## config.mk

```make
export PLATFORM = sky130hd
export DESIGN_NAME = fetch_queue_flat
export DESIGN_NICKNAME = d
export VERILOG_FILES = /design/src/rtl/fetch_pkg.sv /design/src/rtl/fetch_queue_if.sv /design/src/rtl/fetch_queue_fifo.sv /design/src/rtl/fetch_queue.sv /design/src/flat_wrapper.sv
export SDC_FILE = /design/constraint.sdc
export NUM_CORES = 1
export LEC_CHECK = 0
export ABC_AREA = 1
export BUFFER_PORTS_ARGS = -buffer_cell sky130_fd_sc_hd__buf_2
export CAP_MARGIN = 40
export CORE_AREA = 2 2 112 114
export CTS_BUF_LIST = sky130_fd_sc_hd__clkbuf_2
export CTS_CLUSTER_SIZE = 14
export DETAILED_ROUTE_END_ITERATION = 12
export DIE_AREA = 0 0 114 116
export PLACE_DENSITY = 0.89
export SETUP_SLACK_MARGIN = 0.15
export SKIP_LAST_GASP = 1
export SYNTH_ARGS = -nofsm -noshare
export SYNTH_HDL_FRONTEND = slang
export SYNTH_SLANG_ARGS = --single-unit
```

## constraint.sdc

```tcl
create_clock -name cpu_clk -period 5.56 [get_ports cpu_clk]
set_clock_uncertainty 0.1 [all_clocks]
set_input_delay 1.668 -clock cpu_clk [delete_from_list [all_inputs] [get_ports cpu_clk]]
set_output_delay 1.668 -clock cpu_clk [all_outputs]
set_load 0.005 [all_outputs]
```

## src/rtl/fetch_pkg.sv

```systemverilog
// Types and constants shared by fetch, decode and the pipeline registers.
package fetch_pkg;

    localparam int FETCH_XLEN = 32;
    localparam logic [FETCH_XLEN-1:0] FETCH_NOP = 32'h0000_0013;  // addi x0,x0,0

    typedef struct packed {
        logic [FETCH_XLEN-1:0] pc;
        logic [FETCH_XLEN-1:0] instr;
    } fetch_entry_t;

endpackage

```

## src/rtl/fetch_queue_if.sv

```systemverilog
// PC, instruction-memory and decode-side signals of the fetch stage.
interface fetch_queue_if #(parameter int XLEN = 32);

    logic [XLEN-1:0] pc_in;
    logic            flush;
    logic            pc_count_enb;
    logic            imem_req;
    logic [XLEN-1:0] imem_rdata;
    logic            dec_valid;
    logic            dec_ready;
    logic [XLEN-1:0] dec_pc;
    logic [XLEN-1:0] dec_instr;

    modport master (
        input  pc_in, flush, imem_rdata, dec_ready,
        output pc_count_enb, imem_req, dec_valid, dec_pc, dec_instr
    );

    modport slave (
        output pc_in, flush, imem_rdata, dec_ready,
        input  pc_count_enb, imem_req, dec_valid, dec_pc, dec_instr
    );

endinterface

```

## src/rtl/fetch_queue_fifo.sv

```systemverilog
// Circular buffer of fetch entries; clear empties it and outranks push/pop.
module fetch_fifo
    import fetch_pkg::*;
#(
    parameter int  DEPTH = 2,
    localparam int PW    = $clog2(DEPTH),
    localparam int OW    = $clog2(DEPTH + 1)
) (
    input  logic         cpu_clk,
    input  logic         reset,
    input  logic         push,
    input  logic         pop,
    input  logic         clear,
    input  fetch_entry_t din,
    output fetch_entry_t dout,
    output logic [OW-1:0] occ
);

    fetch_entry_t    mem [DEPTH];
    logic [PW-1:0]   rd_ptr;
    logic [PW-1:0]   wr_ptr;

    always_ff @(posedge cpu_clk or negedge reset) begin
        if (!reset) begin
            occ    <= '0;
            rd_ptr <= '0;
            wr_ptr <= '0;
        end else if (clear) begin
            occ    <= '0;
            rd_ptr <= '0;
            wr_ptr <= '0;
        end else begin
            if (push) wr_ptr <= wr_ptr + PW'(1);
            if (pop)  rd_ptr <= rd_ptr + PW'(1);
            case ({push, pop})
                2'b10:   occ <= occ + OW'(1);
                2'b01:   occ <= occ - OW'(1);
                default: occ <= occ;
            endcase
        end
    end

    // Storage carries no reset; occ alone says which slots are meaningful.
    always_ff @(posedge cpu_clk) begin
        if (push && !clear) mem[wr_ptr] <= din;
    end

    assign dout = mem[rd_ptr];

    always_ff @(posedge cpu_clk) begin
        if (reset && !clear) begin
            assert (!(push && !pop && occ == OW'(DEPTH)));
            assert (!(pop && occ == '0));
        end
    end

endmodule

```

## src/rtl/fetch_queue.sv

```systemverilog
// Fetch stage: issues imem reads only when a queue slot is guaranteed, buffers
// {pc, instr} for decode, and drops all wrong-path work on flush.
module fetch_queue
    import fetch_pkg::*;
#(
    parameter int              XLEN  = FETCH_XLEN,
    parameter int              DEPTH = 2,
    parameter logic [XLEN-1:0] NOP   = FETCH_NOP
) (
    input logic           cpu_clk,
    input logic           reset,
    fetch_queue_if.master bus
);

    localparam int OW = $clog2(DEPTH + 1);

    logic [OW-1:0]   occ;
    logic            infl_vld;
    logic [XLEN-1:0] infl_pc;
    logic            pop;
    logic            push;
    logic            credit;
    logic [OW:0]     pending;
    fetch_entry_t    wr_entry;
    fetch_entry_t    head;

    always_comb begin
        bus.dec_valid = (occ != '0) && !bus.flush;
        pop           = bus.dec_valid && bus.dec_ready;
        push          = infl_vld && !bus.flush;
        // Slots already promised (queued + in flight) minus the one leaving now.
        pending       = {1'b0, occ} + (OW+1)'(infl_vld) - (OW+1)'(pop);
        credit        = pending < (OW+1)'(DEPTH);
        bus.pc_count_enb = bus.flush || credit;
        bus.imem_req     = credit && !bus.flush && reset;
        wr_entry.pc      = infl_pc;
        wr_entry.instr   = bus.imem_rdata;
        bus.dec_pc       = bus.dec_valid ? head.pc    : '0;
        bus.dec_instr    = bus.dec_valid ? head.instr : NOP;
    end

    always_ff @(posedge cpu_clk or negedge reset) begin
        if (!reset) begin
            infl_vld <= 1'b0;
            infl_pc  <= '0;
        end else begin
            infl_vld <= bus.imem_req;
            if (bus.imem_req) infl_pc <= bus.pc_in;
        end
    end

    fetch_fifo #(.DEPTH(DEPTH)) u_fifo (
        .cpu_clk (cpu_clk),
        .reset   (reset),
        .push    (push),
        .pop     (pop),
        .clear   (bus.flush),
        .din     (wr_entry),
        .dout    (head),
        .occ     (occ)
    );

endmodule

```

## src/flat_wrapper.sv

```systemverilog
// flat-port wrapper written by rule: the top's interface ports become plain ports
module fetch_queue_flat import fetch_pkg::*;
#(
    parameter int              XLEN  = FETCH_XLEN,
    parameter int              DEPTH = 2,
    parameter logic [XLEN-1:0] NOP   = FETCH_NOP
)
  (cpu_clk, reset, bus_pc_in, bus_flush, bus_imem_rdata, bus_dec_ready, bus_pc_count_enb, bus_imem_req, bus_dec_valid, bus_dec_pc, bus_dec_instr);
  fetch_queue_if #(.XLEN(XLEN)) bus_i ();
  input logic cpu_clk;
  input logic reset;
  input wire logic [$bits(bus_i.pc_in)-1:0] bus_pc_in;
  input wire logic [$bits(bus_i.flush)-1:0] bus_flush;
  input wire logic [$bits(bus_i.imem_rdata)-1:0] bus_imem_rdata;
  input wire logic [$bits(bus_i.dec_ready)-1:0] bus_dec_ready;
  output wire logic [$bits(bus_i.pc_count_enb)-1:0] bus_pc_count_enb;
  output wire logic [$bits(bus_i.imem_req)-1:0] bus_imem_req;
  output wire logic [$bits(bus_i.dec_valid)-1:0] bus_dec_valid;
  output wire logic [$bits(bus_i.dec_pc)-1:0] bus_dec_pc;
  output wire logic [$bits(bus_i.dec_instr)-1:0] bus_dec_instr;
  assign bus_i.pc_in = bus_pc_in;
  assign bus_i.flush = bus_flush;
  assign bus_i.imem_rdata = bus_imem_rdata;
  assign bus_i.dec_ready = bus_dec_ready;
  assign bus_pc_count_enb = bus_i.pc_count_enb;
  assign bus_imem_req = bus_i.imem_req;
  assign bus_dec_valid = bus_i.dec_valid;
  assign bus_dec_pc = bus_i.dec_pc;
  assign bus_dec_instr = bus_i.dec_instr;
  fetch_queue #(.XLEN(XLEN), .DEPTH(DEPTH), .NOP(NOP)) u_core (.cpu_clk(cpu_clk), .reset(reset), .bus(bus_i));
endmodule
```

==> flow_summary_export.csv, run 1 <==
group,metric,value,unit
timing,worst-slew-pin-transition,0.736,ns
critical_path,critical_path_source,"bus_flush",
logic_synthesis,synth_seq_area_share,0.712,
clocking,path_clk_slew,0.22,ns
critical_path,worst_ep_arrival_time,3.52,ns
clocking,cts_made_buffers,17,
critical_path,critPathCaptureType,"output port",
clocking,tritoncts,"built",
timing,worst_slew_margin_rel,0.509,
grt,grt_start_max_net_pins,38,
flow_run,max_cap_viol_count,0,
clocking,post_cts_buffers,0,
floorplan,starting_density_of_the_core,0.563,
logic_synthesis,synth.ff_latch_count,165,
logic_synthesis,synth_cell_types,24,
detailed_routing,route.vias.total,4084,
floorplan,floorplan.rows,40,
clocking,clk-insertion-delay-late,0.70,ns
layout,finalNetCount,727,
critical_path,crit_path_max_fanout,4,
layout,layout.filler_cells,878,
power,power-per-cell-area,406,mW/mm2
timing,period_needed,5.29,ns
detailed_routing,postRouteWirelength,12.5,mm
layout,n_antenna_cell,0,
clocking,cts.sinks,165,
timing,final.period_utilization,0.952,
power,finalPower,3.15,mW
critical_path,crit_slowest_cell,"fa_2",
detailed_routing,ant_nets,0,
detailed_routing,via_density_per_instance,5.00,
logic_synthesis,synth_warnings,0,
clocking,root_buffer,"clkbuf_2",
timing,grt_setup_unrepaired,"false",
critical_path,setup.worst_path.class,"in -> out",
clocking,cts_hold_repair.buffers,0,
logic_synthesis,syn-cell-area,0.00670,mm2
logic_synthesis,synthCells,514,
min_path,holdCritPathClass,"reg -> reg",
grt,antenna_violations_before_repair,0,
critical_path,critPathRequiredTime,3.79,ns
critical_path,critical_path.max_stage_delay,0.36,ns
grt,globalRoute.totalOverflow,0,
logic_synthesis,synth_top_cell_by_area,"edfxtp_1",
grt,grt_usage,0.194,
clocking,cts_max_level,4,
min_path,hold_start,"u_core.infl_pc[20]",
floorplan,dieArea,0.0132,mm2
critical_path,cell_by_cell_listing_of_the_critical_path,"buf_2 -> inv_1 -> nand3_2 -> inv_2 -> ha_1 -> or2_2 -> fa_2 -> xnor2_2 -> nand4_2 -> inv_2 -> buf_2",
grt,first_global_vias,4109,
timing,timing.fmax,189,MHz
floorplan,io_pins,135,
placement,placement.io_buffers,134,
run_status,run_status,"finished clean",
placement,gpl.final_weighted_congestion,0.770,
logic_synthesis,mappedNetlistNets,584,
power,p_leak,3.71,nW
critical_path,timing.critical_path.from_type,"primary input",
timing,hold_viol_final,0,
critical_path,reg2reg_from,"u_core.u_fifo.occ[1]",
grt,grt_pass1_wl,19.4,mm
floorplan,die_y,116,um
critical_path,timing.reg2reg.setup_slack,2.63,ns
logic_synthesis,synth_area_per_cell,13.0,um2
floorplan,area_inside_the_core_boundary,0.0119,mm2
clocking,cts_buffer_depth,2,
power,max-vdd-ir-drop,282,uV
detailed_routing,initialDrtViolationCount,308,
placement,detailedPlacementHpwl,8.09,mm
layout,layout-drive-gt1-share,0.372,
detailed_routing,avgRoutedWirePerCell,15.2,um
logic_synthesis,synth_largest_type_area_fraction,0.574,
logic_synthesis,synth.top_cells.by_area,"edfxtp_1 (57%), dfrtp_1 (14%), mux2_2 (9.9%)",
timing,finalSetupViolCount,0,
floorplan,die_width,114,um
timing,finalSetupTns,0,ns
layout,area_growth_syn_to_layout,16.0,%
detailed_routing,dr.pass1.iters,4,
detailed_routing,drc_errors,0,
timing,slew_viol_final,0,
[flip-flops by register name, indices dropped and copies added, names as in the netlist]
register / flops
u_core.u_fifo.occ: 2
u_core.u_fifo.mem: 128
u_core.u_fifo.wr_ptr: 1
u_core.infl_vld: 1
u_core.infl_pc: 32
u_core.u_fifo.rd_ptr: 1
[path summary, 6_finish.rpt]
path                                            end  depth (start not counted)
max reg2reg                      u_core.infl_pc[12]                         13
min                        u_core.u_fifo.mem[1][52]                          0
min reg2reg                u_core.u_fifo.mem[1][52]                          0
min in group asynchronous           u_core.infl_vld                          2
max in group asynchronous        u_core.infl_pc[21]                          2
max                                    bus_imem_req                         11
[metal layers]
layer	track usage	up-vias	wire length, um
met5	0	-	0
met4	0.0724	0	180
met3	0.0492	14	739
met2	0.343	140	6390
met1	0.232	1961	5140
li1	-	1969	-
[cells in the final DEF (no fill, tap or decap)]
cell and count:
nand3_2 1, ha_1 1, nor2_4 3, nand4_2 1, clkinv_4 2, buf_2 134, mux2_2 59, clkinvlp_4 1
buf_4 7, dfrtp_2 1, or2_2 1, o211ai_1 3, clkinv_1 2, mux2_1 2, inv_2 5, buf_12 4
bufinv_16 2, nand3_1 4, dfrtp_1 36, o21ai_0 1, edfxtp_1 128, nand2_1 173, clkbuf_2 22, nand4_1 1
fa_2 1, clkinv_2 3, a21oi_1 1, xnor2_2 1, inv_1 68, nand2_2 1, o21bai_1 1
[worst max-delay path, delay by kind of cell]
family	cells	cell delay, ns
buffers and inverters	5	0.51
and+or+nand+nor	3	0.57
xor gates and xnor gates	1	0.19
adders and majority gates	2	0.59
[stage by stage]
| stage | std cells | area, um2 | utilization | hold WS, ns | setup slack, ns |
|---|---|---|---|---|---|
| finish | 817 | 7770 | 0.653 | 0.370 | 0.268 |
| global route | 817 | 7770 | 0.653 | 0.392 | 0.164 |
| CTS | 817 | 7760 | 0.652 | 0.370 | 0.206 |
| detailed placement | 785 | 7550 | 0.634 | 0.356 | 0.234 |
| global placement | 783 | 7510 | 0.630 | 0.349 | 0.313 |
| floorplan | 514 | 6700 | - | 0.342 | 0.292 |
[kinds of logic after synthesis]
logic type                 share of synthesized area
AOI/OAI and AO/OA                            0.00597
xor gates and xnor gates                     0.00243
adders and majority gates                    0.00485
buffers and inverters                         0.0652
DFF                                            0.712
muxes                                          0.103
and+or+nand+nor                                0.107
[synth_stat cells]
library cell / number
nand2_1: 173
edfxtp_1: 128
inv_1: 69
mux2_2: 59
dfrtp_1: 37
buf_2: 10
buf_6: 8
nand3_1: 5
inv_2: 4
buf_4: 3
o211ai_1: 3
mux2_1: 2
nor2_1: 2
a21oi_1: 1
fa_1: 1
ha_1: 1
nand2_2: 1
nand4_1: 1
nand4_2: 1
nor2_2: 1
o21ai_0: 1
o21bai_1: 1
or2_2: 1
xnor2_2: 1
[timing repair]
| item | in CTS | in global routing |
|---|---|---|
| endpoints found under the setup margin | 0 | 2 |
| gates resized for setup | 0 | 3 |
| hold endpoints to repair | 0 | 0 |
[power breakdown]
part	internal (mW)	switching, mW	leakage [nW]	total [mW]
registers	1.59	0.138	1.63	1.73
logic	0.369	0.458	1.94	0.828
clock network	0.211	0.385	0.143	0.596
[area by class of cell]
class	count	area (um2)	share of cell area
clock buffers	22	110	0.0142
clock inverters	10	108	0.0138
inverters	73	274	0.0353
multi-input cells	255	1520	0.196
flip-flops and latches	165	4770	0.614
well taps	147	184	0.0237
repair buffers	145	803	0.103
(Power assumes the default switching activity.)
==> run 2, diff against run 1 <==
--- a/config.mk
+++ b/config.mk
@@ -8,12 +8,12 @@
 export ABC_AREA = 1
 export BUFFER_PORTS_ARGS = -buffer_cell sky130_fd_sc_hd__buf_2
 export CAP_MARGIN = 40
-export CORE_AREA = 2 2 112 114
-export CTS_BUF_LIST = sky130_fd_sc_hd__clkbuf_2
+export CORE_AREA = 2 2 114 116
+export CTS_BUF_LIST = sky130_fd_sc_hd__clkbuf_16
 export CTS_CLUSTER_SIZE = 14
 export DETAILED_ROUTE_END_ITERATION = 12
-export DIE_AREA = 0 0 114 116
-export PLACE_DENSITY = 0.89
+export DIE_AREA = 0 0 116 118
+export PLACE_DENSITY = 0.86
 export SETUP_SLACK_MARGIN = 0.15
 export SKIP_LAST_GASP = 1
 export SYNTH_ARGS = -nofsm -noshare
==> flow_summary_export.csv, run 2 (same netlist as run 1, synthesis figures left out) <==
group,metric,value,unit
placement,detailedPlacementHpwl,7.73,mm
floorplan,io_pins,135,
critical_path,critPathRequiredTime,3.79,ns
grt,grt_start_max_net_pins,66,
detailed_routing,avgRoutedWirePerCell,14.8,um
critical_path,regToRegEndpoint,"u_core.infl_pc[8]",
layout,finalNetCount,725,
critical_path,timing.critical_path.from_type,"primary input",
timing,worst-slew-pin-transition,0.845,ns
critical_path,reg2reg_from,"u_core.u_fifo.occ[1]",
min_path,whs_path_depth,0,
layout,reg.largest.list,"u_core.u_fifo.mem: 128 flops, u_core.infl_pc: 32 flops, u_core.u_fifo.occ: 2 flops",
detailed_routing,initialDrtViolationCount,245,
critical_path,critPathCaptureType,"output port",
critical_path,timing.reg2reg.setup_slack,2.67,ns
clocking,root_buffer,"clkbuf_16",
critical_path,reg2regPathDepth,12,
placement,gpl.final_weighted_congestion,0.773,
detailed_routing,ant_nets,0,
placement,placement.io_buffers,134,
clocking,cts.sinks,165,
timing,worst_slew_margin_rel,0.437,
clocking,cts_made_buffers,17,
critical_path,setup.worst_path.class,"in -> out",
grt,grt_usage,0.194,
critical_path,worst_ep_arrival_time,3.51,ns
detailed_routing,route.vias.total,4128,
floorplan,die_y,118,um
timing,finalSetupTns,0,ns
critical_path,critical_path_source,"bus_flush",
floorplan,die_width,116,um
floorplan,floorplan.rows,41,
timing,finalSetupViolCount,0,
grt,first_global_vias,4422,
detailed_routing,via_density_per_instance,4.91,
timing,period_needed,5.27,ns
power,p_leak,3.85,nW
grt,grt_pass1_wl,20.2,mm
timing,grt_setup_unrepaired,"false",
detailed_routing,dr.pass1.iters,6,
layout,final_core_util,0.658,
layout,n_antenna_cell,0,
run_status,run_status,"finished clean",
min_path,holdCritPathClass,"reg -> reg",
clocking,cts_buffer_depth,2,
floorplan,area_inside_the_core_boundary,0.0124,mm2
power,max-vdd-ir-drop,399,uV
clocking,tritoncts,"built",
detailed_routing,drc_errors,0,
clocking,clk-insertion-delay-late,0.42,ns
timing,hold_viol_final,0,
floorplan,dieArea,0.0137,mm2
layout,area_growth_syn_to_layout,21.9,%
floorplan,starting_density_of_the_core,0.540,
clocking,cts_max_level,4,
timing,final.period_utilization,0.949,
flow_run,max_cap_viol_count,0,
grt,globalRoute.totalOverflow,0,
min_path,hold_start,"u_core.infl_pc[9]",
grt,antenna_violations_before_repair,0,
timing,slew_viol_final,0,
clocking,path_clk_slew,0.06,ns
power,power-per-cell-area,455,mW/mm2
detailed_routing,postRouteWirelength,12.4,mm
layout,final_common_cell,"nand2_1",
critical_path,crit_path_max_fanout,4,
layout,mostFrequentLayoutCells,"nand2_1 (173), buf_2 (134), edfxtp_1 (128), inv_1 (70), mux2_2 (59)",
timing,timing.fmax,190,MHz
min_path,min_to,"u_core.u_fifo.mem[0][41]",
layout,layout-drive-gt1-share,0.365,
layout,largest_register_ffs,128,
layout,top_register,"u_core.u_fifo.mem",
==> run 2: critical path, stage by stage <==
cell and delay (ns):
buf_2 0.12, inv_1 0.08, nand3_2 0.12, inv_1 0.11
ha_1 0.22, or2_2 0.30, fa_2 0.55, nand4_2 0.13
inv_2 0.09, buf_2 0.10
==> run 2: repair_timing <==
action	in CTS	in global routing
setup buffers	0	0
gates resized for setup	0	2
hold buffers	0	0
endpoints found under the setup margin	0	2
==> run 2: report_power, final <==
part | total (mW) | switching (mW) | internal [mW]
sequential | 1.72 | 0.117 | 1.60
clock | 1.16 | 0.459 | 0.699
combinational | 0.847 | 0.474 | 0.373
total | 3.72 | 1.05 | 2.67
==> run 2: layout make-up <==
| type | count | area [um2] |
|---|---|---|
| clock buffers | 17 | 425 |
| repair buffers | 143 | 796 |
| flip-flops and latches | 165 | 4770 |
| fillers | 886 | 4240 |
| multi-input cells | 255 | 1520 |
| well taps | 172 | 215 |
| inverters | 73 | 274 |
| clock inverters | 15 | 164 |
==> run 2: layer usage <==
layer  vias to the layer above  share of wire  wire [um]  GRT usage
met1                      1995           0.41       5060      0.223
met4                         0          0.020        250     0.0938
met3                        21          0.064        791     0.0546
li1                       1965              -          -          -
met5                         -              0          0          0
met2                       147           0.51       6290      0.330
==> run 2: how the worst max path moves through the flow <==
stage,end,slack [ns],cells past startpoint
CTS,bus_imem_req,0.19,11
global placement,bus_imem_req,0.30,11
global route,bus_imem_req,0.20,10
floorplan,bus_imem_req,0.29,10
detailed placement,bus_imem_req,0.19,11
finish,bus_imem_req,0.29,10
==> run 2: stage by stage <==
stage	instances	power (mW)	instance area [um2]	hold slack, ns	setup WS [ns]
floorplan	514	2.31	6700	0.342	0.292
global placement	806	2.52	7530	0.348	0.296
detailed placement	808	2.59	7570	0.355	0.190
CTS	840	3.75	8160	0.371	0.187
global route	840	3.92	8170	0.387	0.197
finish	840	3.72	8170	0.372	0.286
==> run 3, diff against run 2 <==
--- a/config.mk
+++ b/config.mk
@@ -8,12 +8,12 @@
 export ABC_AREA = 1
 export BUFFER_PORTS_ARGS = -buffer_cell sky130_fd_sc_hd__buf_2
 export CAP_MARGIN = 40
-export CORE_AREA = 2 2 114 116
+export CORE_AREA = 2 2 112 114
 export CTS_BUF_LIST = sky130_fd_sc_hd__clkbuf_16
 export CTS_CLUSTER_SIZE = 14
 export DETAILED_ROUTE_END_ITERATION = 12
-export DIE_AREA = 0 0 116 118
-export PLACE_DENSITY = 0.86
+export DIE_AREA = 0 0 114 116
+export PLACE_DENSITY = 0.89
 export SETUP_SLACK_MARGIN = 0.15
 export SKIP_LAST_GASP = 1
 export SYNTH_ARGS = -nofsm -noshare
==> constraint.sdc (replaced) <==
create_clock -name cpu_clk -period 6.65 [get_ports cpu_clk]
set_clock_uncertainty 0.1 [all_clocks]
set_input_delay 1.995 -clock cpu_clk [delete_from_list [all_inputs] [get_ports cpu_clk]]
set_output_delay 1.995 -clock cpu_clk [all_outputs]
set_load 0.005 [all_outputs]
==> flow_summary_export.csv, run 3 (same netlist as run 1, synthesis figures left out) <==
group,metric,value,unit
min_path,whs_path_depth,0,
critical_path,timing.critical_path.from_type,"primary input",
run_status,run_status,"finished clean",
detailed_routing,dr.pass1.iters,5,
grt,globalRoute.totalOverflow,0,
layout,final_common_cell,"nand2_1",
power,power_switching_share,0.291,
placement,gpl.final_weighted_congestion,0.719,
critical_path,worst_ep_arrival_time,4.07,ns
critical_path,timing.reg2reg.setup_slack,3.67,ns
timing,finalSetupTns,0,ns
layout,mostFrequentLayoutCells,"nand2_1 (173), buf_2 (134), edfxtp_1 (128), inv_1 (71), mux2_2 (59)",
critical_path,crit_path_max_fanout,7,
clocking,post_cts_buffers,0,
timing,period_needed,6.16,ns
clocking,cts_hold_repair.buffers,0,
power,cellInternalPower,2.10,mW
timing,hold_viol_final,0,
placement,dpl.cell_count,783,
layout,final_cell_count_no_fill,815,
timing,grt_setup_unrepaired,"false",
clocking,clk-insertion-delay-late,0.42,ns
critical_path,critPathRequiredTime,4.55,ns
floorplan,area_inside_the_core_boundary,0.0119,mm2
power,switching_power,0.865,mW
floorplan,floorplan.rows,40,
detailed_routing,avgRoutedWirePerCell,15.5,um
min_path,min_to,"u_core.u_fifo.mem[1][35]",
min_path,holdCritPathClass,"reg -> reg",
layout,largest_register_ffs,128,
clocking,cts.sinks,165,
critical_path,reg2regPathDepth,13,
floorplan,dieArea,0.0132,mm2
clocking,path_clk_slew,0.06,ns
clocking,cts_repair_resize_count,0,
detailed_routing,postRouteWirelength,12.6,mm
timing,finalSetupViolCount,0,
placement,placement.cell_area,0.00753,mm2
floorplan,die_width,114,um
power,combPwrFrac,0.232,
layout,top_register,"u_core.u_fifo.mem",
grt,first_global_vias,4196,
power,finalPower,2.97,mW
timing,final.period_utilization,0.927,
clocking,root_buffer,"clkbuf_16",
detailed_routing,ant_nets,0,
layout,layout-drive-gt1-share,0.356,
layout,area_growth_syn_to_layout,19.8,%
grt,grt_start_max_net_pins,39,
layout,finalNetCount,725,
floorplan,die_y,116,um
grt,antenna_violations_before_repair,0,
flow_run,max_cap_viol_count,0,
detailed_routing,via_density_per_instance,4.98,
clocking,cts_max_level,4,
power,p_leak,3.80,nW
floorplan,io_pins,135,
clocking,cts_made_buffers,17,
clocking,tritoncts,"built",
layout,finish.instance_area,0.00803,mm2
timing,slew_viol_final,0,
detailed_routing,route.vias.total,4061,
detailed_routing,drc_errors,0,
power,power-per-cell-area,370,mW/mm2
power,sequentialPowerShare,0.490,
clocking,cts_buffer_depth,2,
critical_path,reg2reg_from,"u_core.u_fifo.occ[1]",
critical_path,regToRegEndpoint,"u_core.infl_pc[10]",
timing,worst-slew-pin-transition,0.873,ns
placement,placement.io_buffers,134,
detailed_routing,initialDrtViolationCount,239,
timing,worst_slew_margin_rel,0.418,
power,max-vdd-ir-drop,274,uV
power,share_clk_of_total_power,0.279,
timing,timing.fmax,162,MHz
layout,reg.largest.list,"u_core.u_fifo.mem: 128 flops, u_core.infl_pc: 32 flops, u_core.u_fifo.occ: 2 flops",
critical_path,critPathCaptureType,"output port",
min_path,hold_start,"u_core.infl_pc[3]",
grt,grt_pass1_wl,19.8,mm
grt,grt_usage,0.200,
layout,n_antenna_cell,0,
layout,layout.filler_cells,859,
floorplan,starting_density_of_the_core,0.563,
critical_path,setup.worst_path.class,"in -> out",
placement,detailedPlacementHpwl,7.98,mm
[run 3: how the worst max path moves through the flow]
stage,startpoint,end,slack [ns],depth (start not counted)
finish,bus_flush,bus_imem_req,0.49,11
global route,bus_flush,bus_imem_req,0.33,11
CTS,bus_flush,bus_imem_req,0.49,11
detailed placement,bus_flush,bus_imem_req,0.49,11
global placement,bus_flush,bus_imem_req,0.62,11
floorplan,bus_flush,bus_imem_req,0.73,10
[run 3: final cells by class]
cell class,count,area [um2],area share
Timing Repair Buffer,143,783,0.0976
Inverter,73,274,0.0341
Sequential cell,165,4770,0.594
Clock inverter,15,75.1,0.00935
Tap cell,147,184,0.0229
Multi-Input combinational cell,255,1520,0.189
Clock buffer,17,425,0.0530
[run 3: critical path, stage by stage]
cell and delay (ns):
buf_2 0.13, inv_1 0.18, nand3_1 0.19, inv_1 0.13
ha_1 0.23, or2_2 0.30, fa_1 0.41, xnor2_2 0.18
nand4_2 0.12, inv_2 0.09, buf_2 0.11
[run 3: per-stage QoR]
stage | hold WS (ns) | utilization | setup slack (ns)
after floorplan | 0.342 | - | 0.728
after global placement | 0.349 | 0.628 | 0.622
after detailed placement | 0.356 | 0.632 | 0.495
after CTS | 0.368 | 0.674 | 0.489
after global routing | 0.381 | 0.674 | 0.334
final | 0.369 | 0.674 | 0.487
[run 3: power groups by stage]
stage | clock network, mW | logic, mW | registers, mW
global route | 0.887 | 0.772 | 1.47
detailed placement | 0 | 0.691 | 1.47
global placement | 0 | 0.655 | 1.45
floorplan | 0 | 0.513 | 1.42
finish | 0.828 | 0.687 | 1.45
CTS | 0.845 | 0.697 | 1.45
[run 3: layer usage]
layer	vias to the layer above	share of wire	GRT usage
met3	9	0.051	0.0486
li1	1972	-	-
met1	1959	0.42	0.238
met5	-	0	0
met2	121	0.52	0.351
met4	0	0.010	0.0813
